### src/rtl/lbc_pkg.sv
// Shared state encoding and counter-width helpers for the local-bus burst controller.
package lbc_pkg;

  typedef enum logic [3:0] {
    S_IDLE = 4'b0001,
    S_ADDR = 4'b0010,
    S_DATA = 4'b0100,
    S_TURN = 4'b1000
  } lbc_state_t;

  // Retry counter is sized for the largest legal RETRY_MAX (15).
  localparam int RTY_W = 4;

  // Index/beat counter width; never narrower than one bit.
  function automatic int lbc_w(input int n);
    return (n > 1) ? $clog2(n) : 1;
  endfunction

endpackage

### src/rtl/lbc_rr_arb.sv
// Round-robin channel search: first requester above the last owner, wrapping around.
module lbc_rr_arb #(
  parameter int NCH = 2,
  parameter int IW  = 1
) (
  input  logic [NCH-1:0] req,
  input  logic [IW-1:0]  last,
  output logic [IW-1:0]  gnt,
  output logic           vld
);

  int             j;
  logic [NCH-1:0] hit;

  // Scan from farthest to nearest so the nearest requester above 'last' wins.
  always_comb begin
    gnt = last;
    vld = 1'b0;
    j   = 0;
    hit = '0;
    for (int i = NCH; i >= 1; i--) begin
      j = int'(last) + i;
      if (j >= NCH) j = j - NCH;
      hit = req >> j;
      if (hit[0]) begin
        gnt = IW'(j);
        vld = 1'b1;
      end
    end
  end

endmodule

### src/rtl/lbc_lbus_burst.sv
// Local-bus burst initiator: arbitrates core channels and runs single/line
// transfers with abort-driven retry; every output is registered.
module lbc_lbus_burst
  import lbc_pkg::*;
#(
  parameter int NCH       = 2,
  parameter int BURST     = 4,
  parameter int RETRY_MAX = 7
) (
  input  logic                  BUSCLK,
  input  logic                  RESET_LR,
  input  logic [NCH-1:0]        CH_REQ,
  input  logic [NCH-1:0]        CH_RW,
  input  logic [NCH-1:0]        CH_LINE,
  output logic [NCH-1:0]        CH_ACK,
  output logic [NCH-1:0]        CH_ERR,
  input  logic                  LBUS_GNT,
  input  logic                  LBUS_FRAME,
  input  logic                  LBUS_IRDY,
  input  logic                  LBUS_TRDY,
  input  logic                  LBUS_ABORT,
  output logic                  LL_REQ,
  output logic                  LL_FRAME_LR,
  output logic                  LL_IRDY_LR,
  output logic                  LL_COE_LR,
  output logic                  LL_DOE_LR,
  input  logic                  LL_RDFULL,
  output logic                  LL_RDLOAD,
  output logic                  LL_WRSHIFT,
  output logic [lbc_w(NCH)-1:0] LL_CHSEL,
  output logic                  LL_IDLE_LR
);

  localparam int SW = lbc_w(NCH);
  localparam int CW = lbc_w(BURST);

  lbc_state_t       st, st_nx;
  logic [CW-1:0]    cnt, cnt_nx;
  logic [RTY_W-1:0] rty, rty_nx, rty_inc;
  logic             pend, pend_nx;
  logic             rw, rw_nx, line, line_nx;
  logic [SW-1:0]    own_nx, arb_gnt;
  logic             arb_vld;
  logic [NCH-1:0]   sel_oh, cur_oh, ack_nx, err_nx;
  logic             req_nx, frame_nx, irdy_nx, coe_nx, doe_nx;
  logic             rdload_nx, wrshift_nx;
  logic             go, acc, abort;

  lbc_rr_arb #(.NCH(NCH), .IW(SW)) u_arb (
    .req  (CH_REQ),
    .last (LL_CHSEL),
    .gnt  (arb_gnt),
    .vld  (arb_vld)
  );

  // A pending retry keeps the bus request alive even if the core dropped CH_REQ.
  assign go      = LL_REQ & LBUS_GNT & ~LBUS_FRAME & ~LBUS_IRDY & (arb_vld | pend);
  assign acc     = LBUS_TRDY & LL_IRDY_LR & ~LBUS_ABORT;
  assign abort   = LBUS_ABORT & ((st == S_ADDR) | (st == S_DATA));
  assign rty_inc = rty + RTY_W'(1);
  assign cur_oh  = NCH'(1) << LL_CHSEL;

  always_ff @(posedge BUSCLK or posedge RESET_LR) begin
    if (RESET_LR) st <= S_IDLE;
    else          st <= st_nx;
  end

  always_comb begin
    st_nx      = st;
    cnt_nx     = cnt;
    rty_nx     = rty;
    pend_nx    = pend;
    rw_nx      = rw;
    line_nx    = line;
    own_nx     = LL_CHSEL;
    sel_oh     = '0;
    ack_nx     = '0;
    err_nx     = '0;
    req_nx     = 1'b0;
    frame_nx   = 1'b0;
    irdy_nx    = 1'b0;
    coe_nx     = 1'b0;
    doe_nx     = 1'b0;
    rdload_nx  = 1'b0;
    wrshift_nx = 1'b0;

    unique case (st)
      S_IDLE: begin
        req_nx = (|CH_REQ) | pend;
        if (go) begin
          st_nx    = S_ADDR;
          req_nx   = 1'b0;
          own_nx   = pend ? LL_CHSEL : arb_gnt;
          sel_oh   = NCH'(1) << own_nx;
          rw_nx    = |(CH_RW & sel_oh);
          line_nx  = |(CH_LINE & sel_oh);
          frame_nx = 1'b1;
          coe_nx   = 1'b1;
          irdy_nx  = ~rw_nx;
          doe_nx   = ~rw_nx;
        end
      end
      S_ADDR: begin
        cnt_nx = line ? CW'(BURST - 1) : '0;
        if (!LBUS_ABORT) begin
          st_nx    = S_DATA;
          irdy_nx  = rw ? ~LL_RDFULL : 1'b1;
          doe_nx   = ~rw;
          frame_nx = ~((cnt_nx == '0) & irdy_nx);
        end
      end
      S_DATA: begin
        if (!LBUS_ABORT) begin
          if (acc && cnt == '0) begin
            st_nx      = S_TURN;
            ack_nx     = cur_oh;
            rdload_nx  = rw;
            wrshift_nx = ~rw;
            rty_nx     = '0;
            pend_nx    = 1'b0;
          end else begin
            if (acc) begin
              cnt_nx     = cnt - CW'(1);
              rdload_nx  = rw;
              wrshift_nx = ~rw;
            end
            irdy_nx  = rw ? ~LL_RDFULL : 1'b1;
            doe_nx   = ~rw;
            // FRAME drops together with the IRDY of the last beat.
            frame_nx = ~((cnt_nx == '0) & irdy_nx);
          end
        end
      end
      S_TURN:  st_nx = S_IDLE;
      default: st_nx = S_IDLE;
    endcase

    // Abort discards the in-flight beat and restarts the whole transfer later.
    if (abort) begin
      st_nx  = S_TURN;
      cnt_nx = '0;
      if (rty_inc >= RTY_W'(RETRY_MAX)) begin
        err_nx  = cur_oh;
        rty_nx  = '0;
        pend_nx = 1'b0;
      end else begin
        rty_nx  = rty_inc;
        pend_nx = 1'b1;
      end
    end
  end

  always_ff @(posedge BUSCLK or posedge RESET_LR) begin
    if (RESET_LR) begin
      cnt         <= '0;
      rty         <= '0;
      pend        <= 1'b0;
      rw          <= 1'b0;
      line        <= 1'b0;
      LL_CHSEL    <= '0;
      LL_REQ      <= 1'b0;
      LL_FRAME_LR <= 1'b0;
      LL_IRDY_LR  <= 1'b0;
      LL_COE_LR   <= 1'b0;
      LL_DOE_LR   <= 1'b0;
      LL_RDLOAD   <= 1'b0;
      LL_WRSHIFT  <= 1'b0;
      LL_IDLE_LR  <= 1'b0;
      CH_ACK      <= '0;
      CH_ERR      <= '0;
    end else begin
      cnt         <= cnt_nx;
      rty         <= rty_nx;
      pend        <= pend_nx;
      rw          <= rw_nx;
      line        <= line_nx;
      LL_CHSEL    <= own_nx;
      LL_REQ      <= req_nx;
      LL_FRAME_LR <= frame_nx;
      LL_IRDY_LR  <= irdy_nx;
      LL_COE_LR   <= coe_nx;
      LL_DOE_LR   <= doe_nx;
      LL_RDLOAD   <= rdload_nx;
      LL_WRSHIFT  <= wrshift_nx;
      LL_IDLE_LR  <= (st_nx == S_IDLE);
      CH_ACK      <= ack_nx;
      CH_ERR      <= err_nx;
    end
  end

endmodule

### config.mk
export PLATFORM = sky130hd
export DESIGN_NAME = lbc_lbus_burst
export DESIGN_NICKNAME = d
export VERILOG_FILES = /design/src/rtl/lbc_pkg.sv /design/src/rtl/lbc_rr_arb.sv /design/src/rtl/lbc_lbus_burst.sv
export SDC_FILE = /design/constraint.sdc
export NUM_CORES = 1
export LEC_CHECK = 0
export BUFFER_PORTS_ARGS = -buffer_cell sky130_fd_sc_hd__buf_4
export CAP_MARGIN = 40
export CORE_ASPECT_RATIO = 0.75
export CORE_MARGIN = 3
export CORE_UTILIZATION = 55
export CTS_CLUSTER_DIAMETER = 60
export DETAILED_ROUTE_END_ITERATION = 10
export GPL_ROUTABILITY_DRIVEN = 0
export PLACE_DENSITY = 0.8
export SLEW_MARGIN = 20
export SYNTH_ARGS = -nofsm -noshare
export SYNTH_HDL_FRONTEND = slang
export SYNTH_SLANG_ARGS = --single-unit
### constraint.sdc
create_clock -name BUSCLK -period 3.84 [get_ports BUSCLK]
set_input_delay 0.576 -clock BUSCLK [delete_from_list [all_inputs] [get_ports BUSCLK]]
set_output_delay 0.576 -clock BUSCLK [all_outputs]
set_load 0.01 [all_outputs]
# Word level (Yosys, flattened, before mapping)
# Cells that the tools add are included.
[classes]
n_eq_ne = 7
mux = 63
shift = 4
addsub = 6
n_bitwise = 22
reduce_logical = 13
n_lt_le_gt_ge = 3
[op_table]
columns = ["cell", "count"]
rows = [
  ["32-bit by 3-bit >= comparator with 1-bit output (second input constant)", 2],
  ["32-bit two-way mux", 2],
  ["2-bit by 32-bit right shift with 1-bit output", 2],
  ["32-bit by 3-bit subtractor with 32-bit output (second input constant)", 2],
  ["4-bit two-way mux", 10],
  ["1-bit two-way mux", 33],
  ["2-bit two-way mux", 13],
  ["4-bit case mux with 3 select lines", 1],
  ["1-bit bitwise AND", 9],
  ["1-bit case mux with 3 select lines", 3],
  ["4-bit by 1-bit == test with 1-bit output (second input constant)", 2],
  ["1-bit NOT", 8],
  ["2-bit logical NOT", 3],
  ["3-bit inequality test (second input constant)", 2],
  ["3-bit AND reduction", 2],
  ["2-bit OR reduction", 3],
  ["4-bit by 1-bit adder with 4-bit output (second input constant)", 1],
  ["2-bit bitwise AND", 2],
  ["4-bit by 2-bit == test with 1-bit output (second input constant)", 1],
  ["4-bit by 3-bit == test with 1-bit output (second input constant)", 1],
  ["4-bit by 3-bit >= comparator with 1-bit output (second input constant)", 1],
  ["2-bit case mux with 2 select lines", 1],
  ["2-bit nonzero test", 2],
  ["1-bit by 1-bit left shift with 2-bit output (first input constant)", 2],
  ["8 further kinds", 10],
]
[word_totals]
reg_bits = 26
word_cells = 135

# Longest topological paths before layout
[logic_depth]
depth_word = 13
mapped_depth = 6

# Hierarchy
# Synthesis repeated with hierarchy kept, for this count alone.
[hier_totals]
hier_cells = 120
hier_area_um2 = 1258.7
[by_module_without_submodules]
columns = ["module", "seq_area_each_um2", "n_inst", "area_per_inst_um2", "cells_each"]
rows = [
  ["lbc_lbus_burst", 651.9, 1, 1238.7, 117],
  ["lbc_rr_arb", 0.0, 1, 20.0, 3],
]

# Worst setup path after synthesis
# OpenSTA, ideal clock, no wires.
[synth_path]
kind = "input port to flip-flop"
startpoint = "input port LBUS_IRDY"
endpoint = "register rw"
cell_stages = 4
t_arrival_ps = 1539
path_buffers = 0
required_ps = 3721
setup_ps = 119
slack_ps = 2183
path_cell_list = "nand4bb_4 nor4b_4 o211ai_1 o21a_1"
[synth_between]
elab_chain_len = 4
[synth_rtl]
columns = ["element", "line_no", "text"]
rows = [
  ["from (decl)", "lbc_lbus_burst.sv:19", "input logic LBUS_IRDY,"],
  ["1-bit NOT", "lbc_lbus_burst.sv:57", "assign go = LL_REQ & LBUS_GNT & ~LBUS_FRAME & ~LBUS_IRDY & (arb_vld | pend);"],
  ["1-bit bitwise AND (2 in series)", "lbc_lbus_burst.sv:57", ""],
  ["2-bit AND reduction (no source line)", "-", ""],
  ["to (signal assigned)", "lbc_lbus_burst.sv:175", "rw <= rw_nx;"],
  ["to (decl)", "lbc_lbus_burst.sv:41", "logic rw, rw_nx, line, line_nx;"],
]
# Every way passes these cells.
# A chain may end at the register's enable or synchronous reset.

# Final worst setup path
[layout_path]
startpoint = "register st[1]"
endpoint = "register rty[3]"
[layout_between]
elab_chain_len = 5
word_cells_on_any_way = 9
cone_classes = "eq/ne (3); mux (1); bitwise (2); reduce/logical (3)"
[layout_rtl]
columns = ["element", "line_no", "text"]
rows = [
  ["from (decl)", "lbc_lbus_burst.sv:37", "lbc_state_t st, st_nx;"],
  ["from (signal assigned)", "lbc_lbus_burst.sv:65", "else st <= st_nx;"],
  ["4-bit by 2-bit == test with 1-bit output or 4-bit by 3-bit == test with 1-bit output (tied branches)", "lbc_lbus_burst.sv:59, lbc_lbus_burst.sv:87", ""],
  ["1-bit OR", "lbc_lbus_burst.sv:59", "assign abort = LBUS_ABORT & ((st == S_ADDR) | (st == S_DATA));"],
  ["1-bit bitwise AND", "lbc_lbus_burst.sv:59", ""],
  ["2-bit by 1-bit inequality test with 1-bit output (no source line) or 2-bit nonzero test (tied branches)", "-", ""],
  ["3-bit AND reduction (no source line)", "-", ""],
  ["to (signal assigned)", "lbc_lbus_burst.sv:173", "rty <= rty_nx;"],
  ["to (decl)", "lbc_lbus_burst.sv:39", "logic [RTY_W-1:0] rty, rty_nx, rty_inc;"],
]
# Several ways; a longest one is shown, not always the timed one.

==> impl_metrics.env <==
export IMPL_status="finished clean"
export IMPL_final_min_clock_period_ps=1671
export IMPL_grt_start_max_net_pins=15
export IMPL_dieHeight_um=48.15
export IMPL_power_per_cell_area_nw_per_um2=357.5
export IMPL_i_o_pin_count=27
export IMPL_layout_drive_gt1_share_pct=25.83
export IMPL_grt_antenna_before_repair=0
export IMPL_number_of_distinct_library_cells_after_synthesis=39
export IMPL_worst_path_max_delay_cell="dfrtp_1"
export IMPL_finalInstanceArea_um2=1568
export IMPL_layout_worst_path_cycle_share_pct=43.51
export IMPL_placement_cell_area_um2=1541
export IMPL_timing_worst_setup_path_type="flop to flop"
export IMPL_route_detailed_vias_per_inst=5.667
export IMPL_synthesis_yosys_warnings=0
export IMPL_std_cell_rows=14
export IMPL_place_hpwl_um=2034
export IMPL_clock_root_buffer="clkbuf_4"
export IMPL_post_synth_inst_count=121
export IMPL_detailroute_via_count=1037
export IMPL_timing_worst_slew_pin_value_ps=598.7
export IMPL_port_buffer_count=26
export IMPL_route_antenna_remaining_nets=0
export IMPL_final_nets=169
export IMPL_fmaxAchievable_mhz=598.6
export IMPL_tritoncts="done"
export IMPL_core_um2=2120
export IMPL_average_size_of_a_mapped_cell_um2=10.76
export IMPL_cts_resized=0
export IMPL_worstHoldPathType="input pin to async pin"
export IMPL_ys_flop_type="dfrtp_1"
export IMPL_setup_tns_ps=0
export IMPL_drt_iter0_drc=58
export IMPL_synthesis_nets=138
export IMPL_initial_core_utilization_pct=61.45
export IMPL_die_outline_area_um2=2994
export IMPL_worst_clock_skew_ps=5.382
export IMPL_htree_levels=1
export IMPL_path_buf_inv=0
export IMPL_synth_edff_count=0
export IMPL_tritoncts_num_buffers=3
export IMPL_crit_chain="nor4b_4 > nand3_1 > and3_1"
export IMPL_stdcell_count=183
export IMPL_worst_hold_slack_ps=285.3
export IMPL_groute_usage_overall_pct=18.79
export IMPL_die_x_um=62.19
export IMPL_placed_cells=179
export IMPL_routed_wire_length_per_instance_um=14.15
export IMPL_synth_async_sr_flop_share_pct=100.0
export IMPL_area_growth_pct=20.36
export IMPL_synth_ff_latch_count=26
export IMPL_cp_top_family="simple AND/OR/NAND/NOR gates"
export IMPL_finalSetupViolCount=0
export IMPL_routed_wirelength_um=2589
export IMPL_worstSkewPairLatency_ps=310
export IMPL_critical_path_startpoint_type="flop"
export IMPL_power_leakage_nw=0.7625
export IMPL_post_cts_setup_buffers=0
export IMPL_timing_critical_path_arrival_ps=1890
export IMPL_wire_length_of_the_first_global_routing_pass_um=4305
export IMPL_timing_critical_path_required_ps=4060
export IMPL_postCtsHoldBufs=0
export IMPL_cts_num_sinks=26
export IMPL_total_count_of_hold_check_failures_in_the_final_report=0
export IMPL_max_cap_viol_count=0
export IMPL_remaining_drc_errors=0
export IMPL_finalPower_mw=0.5605
export IMPL_first_global_vias=936
export IMPL_timing_final_max_slew_violations=0
export IMPL_ys_seq_area_share_pct=50.05
export IMPL_syn_area_um2=1302
export IMPL_peakVddDrop_uv=279.1
export IMPL_clk_pin_slew_ps=130
export IMPL_grt_setup_unrepaired="no"
export IMPL_worst_setup_path_end_kind="flop"
export IMPL_maxSlewHeadroom_pct=59.78
export IMPL_clock_path_buffers=2
export IMPL_critPathMaxStageDelay_ps=480
export IMPL_num_antenna_cells=0
export IMPL_overflow=0
export IMPL_worstPathMaxFanout=8
export IMPL_drt_pass1_iterations=4
==> report_power, final <==
| group | internal [mW] | total (mW) | leakage, nW | switching (mW) |
|---|---|---|---|---|
| combinational | 0.0617 | 0.120 | 0.414 | 0.0586 |
| clock | 0.0406 | 0.114 | 0.0150 | 0.0737 |
| sequential | 0.297 | 0.326 | 0.333 | 0.0293 |
| total | 0.399 | 0.561 | 0.762 | 0.162 |
==> cell type report <==
| type | instances | area [um2] |
|---|---|---|
| sequential | 26 | 651.9 |
| multi-input combinational | 86 | 609.3 |
| fill | 155 | 551.8 |
| timing repair buffer | 27 | 210.2 |
| tap | 32 | 40.04 |
| inverter | 8 | 30.03 |
| clock buffer | 4 | 26.28 |
==> cell usage after synthesis, types with 2 or more instances <==
cell type	count	area share, %
a211oi_1	3	1.7
mux2i_1	2	1.5
dfrtp_1	25	48
o211ai_1	2	1.2
a31oi_1	2	0.96
and3_2	2	1.2
nor3_1	5	1.9
ha_1	3	2.9
xor2_1	3	2.0
nor2_1	6	1.7
a21oi_1	3	1.2
nor2b_1	5	2.4
inv_1	8	2.3
nand3_1	11	4.2
nor4b_4	2	3.7
nand2_1	8	2.3
o21ai_0	6	2.3
o311ai_0	2	1.3
o21bai_1	2	1.2
nand2b_1	2	0.96
==> routing by layer <==
| metal | global-route usage, % | vias to the layer above | wire, um |
|---|---|---|---|
| met5 | 0 | - | 0 |
| met4 | 3.524 | 0 | 13 |
| met3 | 6.682 | 2 | 198 |
| met2 | 29.70 | 47 | 1105 |
| met1 | 25.88 | 485 | 1271 |
| li1 | - | 503 | - |
==> final timing paths <==
kind	startpoint	endpoint	slack, ps	cells after the start
worst max-delay path	st[1]$_DFF_PP0_	rty[3]$_DFFE_PP0P_	2170	3
worst min-delay path	RESET_LR	CH_ERR[0]$_DFF_PP0_	290	2
worst max register to register	st[1]$_DFF_PP0_	rty[3]$_DFFE_PP0P_	2170	3
worst min register to register	rw$_DFFE_PP0P_	LL_WRSHIFT$_DFF_PP0_	510	1
max in group asynchronous	RESET_LR	pend$_DFFE_PP0P_	3080	3
min in group BUSCLK	rw$_DFFE_PP0P_	LL_WRSHIFT$_DFF_PP0_	510	1
==> stage by stage <==
stage	util, %	setup slack, ps
final	73.97	2169
after global routing	73.97	1983
after CTS	73.97	2142
after detailed placement	72.73	1937
after global placement	72.02	2005
after floorplan	-	2183
==> flip-flops by register name, indices dropped and copies added (netlist names) <==
signal	cells
CH_ACK	2
CH_ERR	2
LL_CHSEL	1
LL_COE_LR	1
LL_DOE_LR	1
LL_FRAME_LR	1
LL_IDLE_LR	1
LL_IRDY_LR	1
LL_RDLOAD	1
LL_REQ	1
LL_WRSHIFT	1
cnt	2
line	1
pend	1
rty	4
rw	1
st	4
==> kinds of logic after synthesis <==
group | Yosys count | share of synthesized area, %
AOI/OAI and AO/OA | 27 | 14.12
DFF | 26 | 50.05
buffers and inverters | 9 | 3.170
adders and majority gates | 3 | 2.882
and+or+nand+nor | 50 | 25.07
xor gates and xnor gates | 3 | 2.018
muxes | 3 | 2.689
==> cell usage in the layout, fill, tap and decap left out, types with 2 or more instances in the layout <==
cell      netlist  final
a211oi_1        3      3
a21oi_1         3      3
a31oi_1         2      2
and3_2          2      2
buf_4           0     26
clkbuf_4        0      3
dfrtp_1        25     25
ha_1            3      3
inv_1           8      8
mux2i_1         2      2
nand2_1         8      8
nand2b_1        2      2
nand3_1        11     11
nor2_1          6      6
nor2b_1         5      5
nor3_1          5      5
nor4b_4         2      2
o211ai_1        2      2
o21ai_0         6      6
o21bai_1        2      2
o311ai_0        2      2
xor2_1          3      3
No activity file was read; power rests on OpenSTA's default activity.
